<file path="src/rtl/freq_meter_pkg.sv">
// freq_meter_pkg: FSM state encoding, default parameters and timer-width helper for ring_freq_meter.
package freq_meter_pkg;
  typedef enum logic [1:0] {IDLE, SETTLE, GATE, REPORT} state_t;
  localparam int DEF_GATE_CYCLES = 1024;
  localparam int DEF_SETTLE_CYCLES = 16;
  localparam int DEF_CNT_W = 16;
  function automatic int timer_w(input int gate, input int settle);
    return $clog2(gate > settle ? gate : settle);
  endfunction
endpackage

</file>
<file path="src/rtl/edge_sync.sv">
// edge_sync: two-flop synchronizer plus history flop giving a one-cycle rising-edge pulse.
module edge_sync (
  input  logic clk,
  input  logic rst,
  input  logic osc_in,
  output logic edge_pulse
);
  logic s1, s2, prev;
  always_ff @(posedge clk)
    if (rst) {prev, s2, s1} <= '0;
    else {prev, s2, s1} <= {s2, s1, osc_in};
  assign edge_pulse = s2 & ~prev;
endmodule

</file>
<file path="src/rtl/ring_freq_meter.sv">
// ring_freq_meter: counts ring-oscillator edges over a fixed gate window and hands off the count.
// Define FREQ_METER_SAT_EN for a saturating counter with an ovf output; otherwise the count wraps.
module ring_freq_meter
  import freq_meter_pkg::*;
#(
  parameter int GATE_CYCLES = DEF_GATE_CYCLES,
  parameter int SETTLE_CYCLES = DEF_SETTLE_CYCLES,
  parameter int CNT_W = DEF_CNT_W
) (
  input  logic             clk,
  input  logic             rst,
  input  logic             start,
  input  logic             osc_in,
  output logic             osc_en,
  output logic             busy,
  output logic [CNT_W-1:0] result,
  output logic             result_valid,
  input  logic             result_ready
`ifdef FREQ_METER_SAT_EN
  ,
  output logic             ovf
`endif
);
  localparam int TW = timer_w(GATE_CYCLES, SETTLE_CYCLES);
  state_t state, state_nxt;
  logic [TW-1:0] timer;
  logic [CNT_W-1:0] cnt, cnt_nxt;
  logic edge_pulse, settle_done, gate_done, hs;
  edge_sync u_sync (.clk(clk), .rst(rst), .osc_in(osc_in), .edge_pulse(edge_pulse));
  assign settle_done = state == SETTLE && timer == TW'(SETTLE_CYCLES - 1);
  assign gate_done = state == GATE && timer == TW'(GATE_CYCLES - 1);
  assign result_valid = state == REPORT;
  assign busy = state != IDLE;
  assign hs = result_valid && result_ready;
`ifdef FREQ_METER_SAT_EN
  logic sat_hit, sat_now;
  assign sat_now = edge_pulse && &cnt;
  assign cnt_nxt = edge_pulse && !(&cnt) ? cnt + 1'b1 : cnt;
  always_ff @(posedge clk)
    if (rst) begin
      sat_hit <= 1'b0;
      ovf <= 1'b0;
    end else begin
      sat_hit <= settle_done ? 1'b0 : state == GATE ? sat_hit | sat_now : sat_hit;
      if (gate_done) ovf <= sat_hit | sat_now;
    end
`else
  assign cnt_nxt = cnt + CNT_W'(edge_pulse);
`endif
  always_comb begin
    state_nxt = state;
    case (state)
      IDLE:    state_nxt = start ? SETTLE : IDLE;
      SETTLE:  state_nxt = settle_done ? GATE : SETTLE;
      GATE:    state_nxt = gate_done ? REPORT : GATE;
      default: state_nxt = hs ? (start ? SETTLE : IDLE) : REPORT;
    endcase
  end
  // result captures cnt_nxt so a pulse in the final gate cycle is included
  always_ff @(posedge clk)
    if (rst) begin
      state <= IDLE;
      osc_en <= 1'b0;
      timer <= '0;
      cnt <= '0;
      result <= '0;
    end else begin
      state <= state_nxt;
      osc_en <= state_nxt == SETTLE || state_nxt == GATE;
      timer <= (state == SETTLE || state == GATE) && !settle_done && !gate_done ? timer + 1'b1 : '0;
      cnt <= settle_done ? '0 : state == GATE ? cnt_nxt : cnt;
      if (gate_done) result <= cnt_nxt;
    end
endmodule

</file>
<file path="config.mk">
export PLATFORM = sky130hd
export DESIGN_NAME = ring_freq_meter
export DESIGN_NICKNAME = d
export VERILOG_FILES = /design/src/rtl/freq_meter_pkg.sv /design/src/rtl/edge_sync.sv /design/src/rtl/ring_freq_meter.sv
export SDC_FILE = /design/constraint.sdc
export NUM_CORES = 1
export LEC_CHECK = 0
export CAP_MARGIN = 15
export CORE_UTILIZATION = 30
export CTS_CLUSTER_SIZE = 14
export DETAILED_ROUTE_END_ITERATION = 12
export GPL_TIMING_DRIVEN = 0
export HOLD_SLACK_MARGIN = 0.15
export SYNTH_ARGS = -nofsm -noshare
export SYNTH_HDL_FRONTEND = slang
export SYNTH_HIERARCHICAL = 1
export SYNTH_SLANG_ARGS = --single-unit
</file>
<file path="constraint.sdc">
create_clock -name clk -period 4.17 [get_ports clk]
set_input_delay 1.0425 -clock clk [delete_from_list [all_inputs] [get_ports clk]]
set_output_delay 1.0425 -clock clk [all_outputs]
set_load 0.1 [all_outputs]
</file>
* Word level (Yosys, flattened, before mapping) *
Cells that the tools add are included.

storage, ports and cells
  flip-flop bits (word level) = 48

operators by class
  $add $sub $neg = 2
  equality and inequality tests = 7
  bitwise logic cells = 3
  reduce and logical (&&, ||, !) cells = 13
  multiplexer cells = 5

operators by type and width
  kind                                                   number
  adder 16 x 1 -> 16 bit                                 1
  adder 10 x 1 -> 10 bit (second input constant)         1
  equality test 10 bit (second input constant)           1
  equality test 10 x 4 -> 1 bit (second input constant)  1
  equality test 2 bit (second input constant)            3
  one-hot mux 2 bit (3 select lines)                     1
  logical AND 1 bit                                      5
  equality test 2 x 1 -> 1 bit (second input constant)   2
  two-way mux 2 bit                                      2
  OR reduction 2 bit                                     2
  logical NOT 1 bit                                      2
  logical NOT 2 bit                                      1
  logical OR 1 bit                                       2
  two-way mux 1 bit                                      2
  inverter 1 bit                                         2
  nonzero test 2 bit                                     1
  bitwise AND 1 bit                                      1

* Depth between registers and ports, before layout *
Gate-level depths: netlist of the first run.

  depth in word-level cells = 7
  depth in mapped cells = 8

* Cells and area by module *
Netlist of the first run, hierarchy kept.

modules (own cells, without submodules)
  module           times used  area each (sq um)  cells each
  ring_freq_meter  1           2,170.8            247
  edge_sync        1           87.6               7

* Worst setup path after synthesis of the first run *
Ideal clock, no wire load.

  kind = flip-flop to output port
  from = register state[0]
  to = output port result_valid
  arrival = 1.332 ns
  cell stages (with the launch flop) = 3
  slack = 1.795 ns
  cell sequence = dfxtp_1 clkbuf_1 and2_1

between the ends
  longest elaborated chain between the ends = 1

ends and longest elaborated chain
  item                      line                   text
  start: declaration        ring_freq_meter.sv:25  state_t state, state_nxt;
  start signal: assignment  ring_freq_meter.sv:68  state <= state_nxt;
  equality test 2 bit       ring_freq_meter.sv:32  assign result_valid = state == REPORT;
  end: declaration          ring_freq_meter.sv:17  output logic result_valid,

Every way passes these cells.

* Final worst setup path of the first run *
  from = register state[0]
  to = output port busy

between the ends
  longest elaborated chain between the ends = 1

ends and longest elaborated chain
  item                line                   text
  nonzero test 2 bit  ring_freq_meter.sv:33  assign busy = state != IDLE;
  end: declaration    ring_freq_meter.sv:15  output logic busy,

Every way passes these cells.

==> impl_metrics.py, run 1 <==
metrics = {
    "finish": {
        "multiInputGateArea_um2": 1200,
        "final_cell_mix": "dfxtp_1, nor2_1, xnor2_1",
        "area_growth_pct": 19.1,
        "seqCellArea_um2": 961,
        "fill_cells": 769,
        "final_common_cell": "dfxtp_1",
        "antenna_cells": 0,
        "fin_util_pct": 37.1,
        "drive_gt1_share_pct": 9.51,
        "nets": 292,
    },
    "timing": {
        "worst_pin_slew_ps": 982,
        "slew_viol_final": 0,
        "setup_viol": 0,
        "fin_crit_ps": 3310,
        "max_freq_mhz": 302,
        "hold_viol_final": 0,
        "setup_tns_ps": 0,
        "finalCritPeriodShare_pct": 79.5,
        "fin_skew_ps": 8.33,
        "timing.hold.ws_ps": 449,
        "rsz0062_at_grt": "no",
        "relSlewSlack_pct": 34.3,
    },
    "yosys": {
        "ys_types": 37,
        "ys.flop_type": "dfxtp_1",
        "synth_area_um2": 2260,
        "synth-seq-cells": 48,
        "ys.warnings.count": 6,
        "synthArstFlopShare_pct": 0,
        "syn-num-nets": 262,
        "synth_edf_count": 0,
        "netlist_instances": 254,
        "seq_area_frac_synth_pct": 42.5,
        "avgSynthCellArea_um2": 8.89,
    },
    "critical_path": {
        "end_kind": "output port",
        "critPathKind": "reg -> out",
        "r2r_slack_ps": 2050,
        "critPathMaxFanout": 10,
        "slowest_stage": "clkdlybuf4s50_1",
        "critPathRequiredTime_ps": 3130,
        "cp.arrival_ps": 2270,
        "critical_path.max_stage_delay_ps": 1130,
        "start_kind": "flip-flop",
        "crit_chain": "clkbuf_1 > or2_2 > clkdlybuf4s50_1",
        "path_buf_inv": 2,
        "path_delay_family": "buffers and inverters",
    },
    "global_route": {
        "grt_pass1_wl_mm": 7.63,
        "grt_pass1_vias": 1617,
        "overflow": 0,
        "grt_max_degree": 14,
        "grt_usage_pct": 12.5,
        "antenna_found_initial": 0,
    },
    "clock_network": {
        "cts_buffers": 5,
        "clockBufferDepth": 2,
        "cts_tree": "done",
        "cts.sinks": 48,
        "root_buffer": "clkbuf_8",
        "hold_buffers": 0,
        "clk_pin_slew_ps": 90,
        "cts-htree-levels": 2,
        "insertion_delay_ps": 300,
        "cts_resized": 0,
        "postCtsSetupRepairBufs": 0,
    },
    "routing": {
        "dr.pass1.iters": 4,
        "drt_wl_total_mm": 4.54,
        "avgViaCountPerCell": 4.62,
        "drt.antenna.violating_nets": 0,
        "drc_errors": 0,
        "wl_per_cell_um": 11.9,
        "drtIter0Drc": 78,
        "via_count": 1768,
    },
    "placement": {
        "dp_hpwl_mm": 3.34,
        "routabilityCongestion": 0.848,
        "portBuffers": 23,
    },
    "pwr": {
        "ir_drop_uv": 157,
        "power-per-cell-area_nw_per_um2": 282,
        "power_leakage_nw": 0.817,
    },
    "floorplan": {
        "die_y_um": 88.8,
        "start_util_pct": 31.1,
        "fp.dieW_um": 88.8,
        "dieArea_um2": 7880,
        "coreArea_um2": 7250,
        "io_pins": 24,
        "std_cell_rows": 31,
    },
    "run_status": {
        "status": "complete, no violations",
    },
    "min_path": {
        "min_path_type": "reg -> reg",
    },
    "run": {
        "maxCapViolations": 0,
    },
}
-- kinds of logic (layout without fill, tap and decap cells) --
logic type | Yosys count | count (layout) | share of synthesized area, %
AOI/OAI and AO/OA | 22 | 22 | 8.98
xor gates and xnor gates | 35 | 35 | 13.6
adders and majority gates | 3 | 3 | 1.66
buffers and inverters | 21 | 51 | 4.21
DFF | 48 | 48 | 42.5
muxes | 5 | 5 | 2.22
and+or+nand+nor | 120 | 120 | 26.8
-- worst register-to-register path, stage by stage (launching register included) --
cell	delay [ps]
dfxtp_1	320
nor2b_2	130
ha_1	250
ha_1	240
nand3_1	150
clkbuf_1	290
nor4_1	430
xnor2_1	160
nor2_1	50
-- per-layer routing --
layer / up-vias / track usage, % / share of wire [%]
li1: 932 / - / -
met4: 0 / 1.76 / 0.46
met2: 26 / 21.8 / 48
met5: - / 0 / 0
met1: 808 / 15.8 / 48
met3: 2 / 3.08 / 3.2
-- cell type report --
class                   instances  share of cell area, %
clock inverters                 1                  0.186
multi-input cells             185                   44.7
inverters                       4                  0.558
flip-flops and latches         48                   35.7
repair buffers                 23                   8.56
clock buffers                   6                   2.70
well taps                      99                   4.60
plain buffers                  17                   2.98
-- cells in the mapped netlist, drive strengths merged, types with 3 or more instances --
cell type	n	share of area, %
dfxtp	48	43
nor2	47	7.8
xnor2	28	11
nand2	14	2.3
nor3	14	3.1
a211oi	12	6.0
clkbuf	12	2.1
nor4	11	3.7
nand3	9	2.0
nand4	8	2.5
xor2	7	2.7
nor2b	6	1.8
buf	5	1.4
mux2i	5	2.2
a21oi	4	0.89
inv	4	0.66
ha	3	1.7
nand2b	3	0.83
-- report_power, final --
group          switching (mW)  internal (mW)  leakage, nW
logic                  0.0267         0.0121        0.388
registers             0.00150          0.461        0.388
clock network           0.144          0.114       0.0410
total                   0.172          0.587        0.817
-- sequential cells by signal, indices dropped and copies added (netlist names) --
name,flops
state,2
cnt,16
osc_en,1
result,16
timer,10
u_sync/prev,1
u_sync/s2,1
u_sync/s1,1
-- per-stage QoR --
stage	setup WS, ps	instance area (um^2)	power, mW	std cells
after global routing	761	2690	0.795	383
after detailed placement	1180	2610	0.513	376
after CTS	844	2690	0.774	383
final	856	2690	0.760	383
after global placement	1190	2610	0.512	376
after floorplan	1800	2260	0.499	254
-- path summary, 6_finish.rpt --
kind,cells past startpoint,end,start
min,1,u_sync/s2,u_sync/s1
max,3,busy,state[0]
max reg2reg,8,cnt[12],u_sync/s2
min reg2reg,1,u_sync/s2,u_sync/s1
Power figures use the tool's default switching activity.
==> run 2, diff against run 1 <==
- clock period: 4.17 -> 3.4 ns (I/O delays scaled with it)
==> results of run 2 <==
The final DEF is identical to that of run 1. Status: complete, no violations.
Main changes from that run: setup slack after placement 1180 ps -> 606 ps; setup slack after layout 856 ps -> 278 ps; register-to-register setup slack 2050 ps -> 1280 ps; total power 0.760 mW -> 0.932 mW; worst IR drop on VDD 157 uV -> 192 uV
==> run 3, diff against run 2 <==
--- a/config.mk
+++ b/config.mk
@@ -15,3 +15,2 @@
 export SYNTH_HDL_FRONTEND = slang
-export SYNTH_HIERARCHICAL = 1
 export SYNTH_SLANG_ARGS = --single-unit
==> constraint.sdc (replaced) <==
create_clock -name clk -period 3.4 [get_ports clk]
set_input_delay 1.02 -clock clk [delete_from_list [all_inputs] [get_ports clk]]
set_output_delay 1.02 -clock clk [all_outputs]
set_load 0.1 [all_outputs]
==> run 3 against run 2 <==
Sequential power about the same. Clock power up 30%. Combinational power is 2% higher. Sequential share of layout area grew 0.92 points. Synthesized area down 4.3%. Final cell count shrank 4.4%. Global-route usage shrank 1.4 points. Critical endpoint is now result_valid. First-iteration DRC count fell by 38%. Critical path depth decreased by 1. Largest power group unchanged.
==> impl_metrics.py, run 3 <==
metrics = {
    "clock_network": {
        "cts_resized": 0,
        "postCtsSetupRepairBufs": 0,
        "cts-htree-levels": 2,
        "cts_tree": "done",
        "clockBufferDepth": 2,
        "cts_buffers": 5,
        "insertion_delay_ps": 300,
        "root_buffer": "clkbuf_8",
        "cts.sinks": 48,
        "hold_buffers": 0,
        "clk_pin_slew_ps": 100,
    },
    "yosys": {
        "synthArstFlopShare_pct": 0,
        "yosys.area_share.simple_pct": 26.7,
        "seq_area_frac_synth_pct": 44.5,
        "synthAdderAreaFrac_pct": 1.74,
        "ys_types": 37,
        "synth-xor-area-share_pct": 14.2,
        "synth_top_family_by_area": "simple AND/OR/NAND/NOR gates",
        "avgSynthCellArea_um2": 9.04,
        "netlist_instances": 239,
        "synthTopCellsByCount": "nor2_1, dfxtp_1, xor2_1, nand2_1, xnor2_1",
        "synth_largest_area_cell": "dfxtp_1",
        "synth_area_um2": 2160,
        "synth_compound_area_share_pct": 8.28,
        "syn-num-nets": 247,
        "synth.top_cell.area_share_pct": 44.5,
        "synth.mux.area_fraction_pct": 1.45,
        "synth.area.top_cells": "dfxtp_1, nor2_1, xor2_1",
        "ys.warnings.count": 0,
        "synth-seq-cells": 48,
        "ys.flop_type": "dfxtp_1",
        "yosysMostFrequentCell": "nor2_1",
        "synth_edf_count": 0,
    },
    "critical_path": {
        "critPathKind": "reg -> out",
        "crit_chain": "and2_1 > clkdlybuf4s50_1",
        "cp.arrival_ps": 2060,
        "end_kind": "output port",
        "critical_path.max_stage_delay_ps": 1130,
        "cp-endpoint": "result_valid",
        "start_kind": "flip-flop",
        "cp-startpoint": "state[0]",
        "r2r_cells": 8,
        "critPathMaxFanout": 7,
        "r2r_end": "cnt[12]",
        "slowest_stage": "clkdlybuf4s50_1",
        "critPathRequiredTime_ps": 2380,
        "r2r-start": "u_sync.s2",
        "r2r_slack_ps": 1330,
    },
    "finish": {
        "final_common_cell": "nor2_1",
        "antenna_cells": 0,
        "stdcell_area_um2": 2620,
        "nets": 277,
        "area_growth_pct": 21.4,
        "drive_gt1_share_pct": 8.89,
        "reg_top3": "cnt: 16 flops, result: 16 flops, timer: 10 flops",
        "final_cell_mix": "nor2_1, dfxtp_1, clkdlybuf4s50_1",
        "final_cells": 366,
        "fin_util_pct": 38.2,
    },
    "pwr": {
        "power-per-cell-area_nw_per_um2": 393,
        "switching_share_pct": 22.3,
        "p_int_uw": 800,
        "seqPwrFrac_pct": 55.3,
        "power_frac_clock_pct": 40.0,
        "pwr-share-comb_pct": 4.7,
        "power_leakage_nw": 0.888,
        "switching_power_uw": 229,
        "ir_drop_uv": 131,
    },
    "floorplan": {
        "start_util_pct": 31.5,
        "io_pins": 24,
        "std_cell_rows": 30,
        "die_y_um": 86.9,
        "fp.dieW_um": 86.9,
        "coreArea_um2": 6870,
        "dieArea_um2": 7550,
    },
    "placement": {
        "routabilityCongestion": 0.776,
        "dp_hpwl_mm": 2.90,
        "place_area_um2": 2510,
        "portBuffers": 23,
        "placed_cells": 358,
    },
    "global_route": {
        "overflow": 0,
        "grt_usage_pct": 11.1,
        "antenna_found_initial": 0,
        "grt_pass1_vias": 1462,
        "grt_max_degree": 16,
        "grt_pass1_wl_mm": 6.58,
    },
    "timing": {
        "worst_pin_slew_ps": 979,
        "relSlewSlack_pct": 34.5,
        "setup_tns_ps": 0,
        "fin_skew_ps": 10.9,
        "max_freq_mhz": 325,
        "rsz0062_at_grt": "no",
        "finalCritPeriodShare_pct": 90.5,
        "hold_viol_final": 0,
        "setup_viol": 0,
        "slew_viol_final": 0,
        "fin_crit_ps": 3080,
    },
    "routing": {
        "drtIter0Drc": 48,
        "avgViaCountPerCell": 4.42,
        "drt_wl_total_mm": 3.93,
        "dr.pass1.iters": 4,
        "drt.antenna.violating_nets": 0,
        "wl_per_cell_um": 10.7,
        "drc_errors": 0,
        "via_count": 1616,
    },
    "min_path": {
        "min_path_type": "reg -> reg",
    },
    "run_status": {
        "status": "complete, no violations",
    },
    "run": {
        "maxCapViolations": 0,
    },
}
## run 3: cell types whose count changed after synthesis, moves of 3 or more
cell      change
mux2i_1       -3
nor4_1        -9
clkbuf_1      -6
nand3_1       +4
a211oi_1     +11
nand4_1       -4
nor2_1        +3
a211oi_2      -9
nand2_1       +4
nor3_1       -10
xnor2_1      -13
xor2_1       +13
## run 3: how the worst min path moves through the flow
stage	startpoint	cells after the start	endpoint
finish	u_sync.s1	1	u_sync.s2
global route	u_sync.s1	1	u_sync.s2
CTS	u_sync.s1	1	u_sync.s2
detailed placement	u_sync.s1	1	u_sync.s2
global placement	u_sync.s1	1	u_sync.s2
floorplan	u_sync.s1	1	u_sync.s2
## run 3: power by group through the flow
stage | logic, mW | registers [mW] | clock network, mW
after CTS | 0.0491 | 0.570 | 0.424
after detailed placement | 0.0489 | 0.583 | 0
after floorplan | 0.0267 | 0.590 | 0
after global routing | 0.0524 | 0.570 | 0.444
final | 0.0485 | 0.569 | 0.412
after global placement | 0.0488 | 0.583 | 0
## run 3: per-layer routing
metal	wire [um]	track usage, %	vias up
li1	-	-	871
met1	2000	14.1	723
met2	1780	18.3	17
met3	79	2.27	5
met4	60	4.55	0
met5	0	0	-
## run 3: worst max-delay path, delay by kind of cell (launching register included)
kind	cells	cell delay, ps
DFF	1	450
and+or+nand+nor	1	180
buffers and inverters	1	1130
## run 3: logic make-up after synthesis
group                      count (synthesis)
AOI/OAI and AO/OA                         24
xor gates and xnor gates                  35
adders and majority gates                  3
buffers and inverters                     14
DFF                                       48
muxes                                      3
and+or+nand+nor                          112
## run 3: final cells by class
type | count | area [um^2]
Buffer | 11 | 57.6
Sequential cell | 48 | 961
Inverter | 3 | 11.3
Clock buffer | 5 | 68.8
Tap cell | 96 | 120
Timing Repair Buffer | 23 | 230
Fill cell | 686 | 4250
Clock inverter | 3 | 42.5
Multi-Input combinational cell | 177 | 1130
## run 3: through the flow
stage          hold WS [ps]  total power, mW  setup WS [ps]
2_1_floorplan           414            0.616           1200
5_1_grt                 474             1.07            254
6_report                446             1.03            322
4_1_cts                 450             1.04            312
3_3_place_gp            419            0.631            664
3_5_place_dp            427            0.632            649
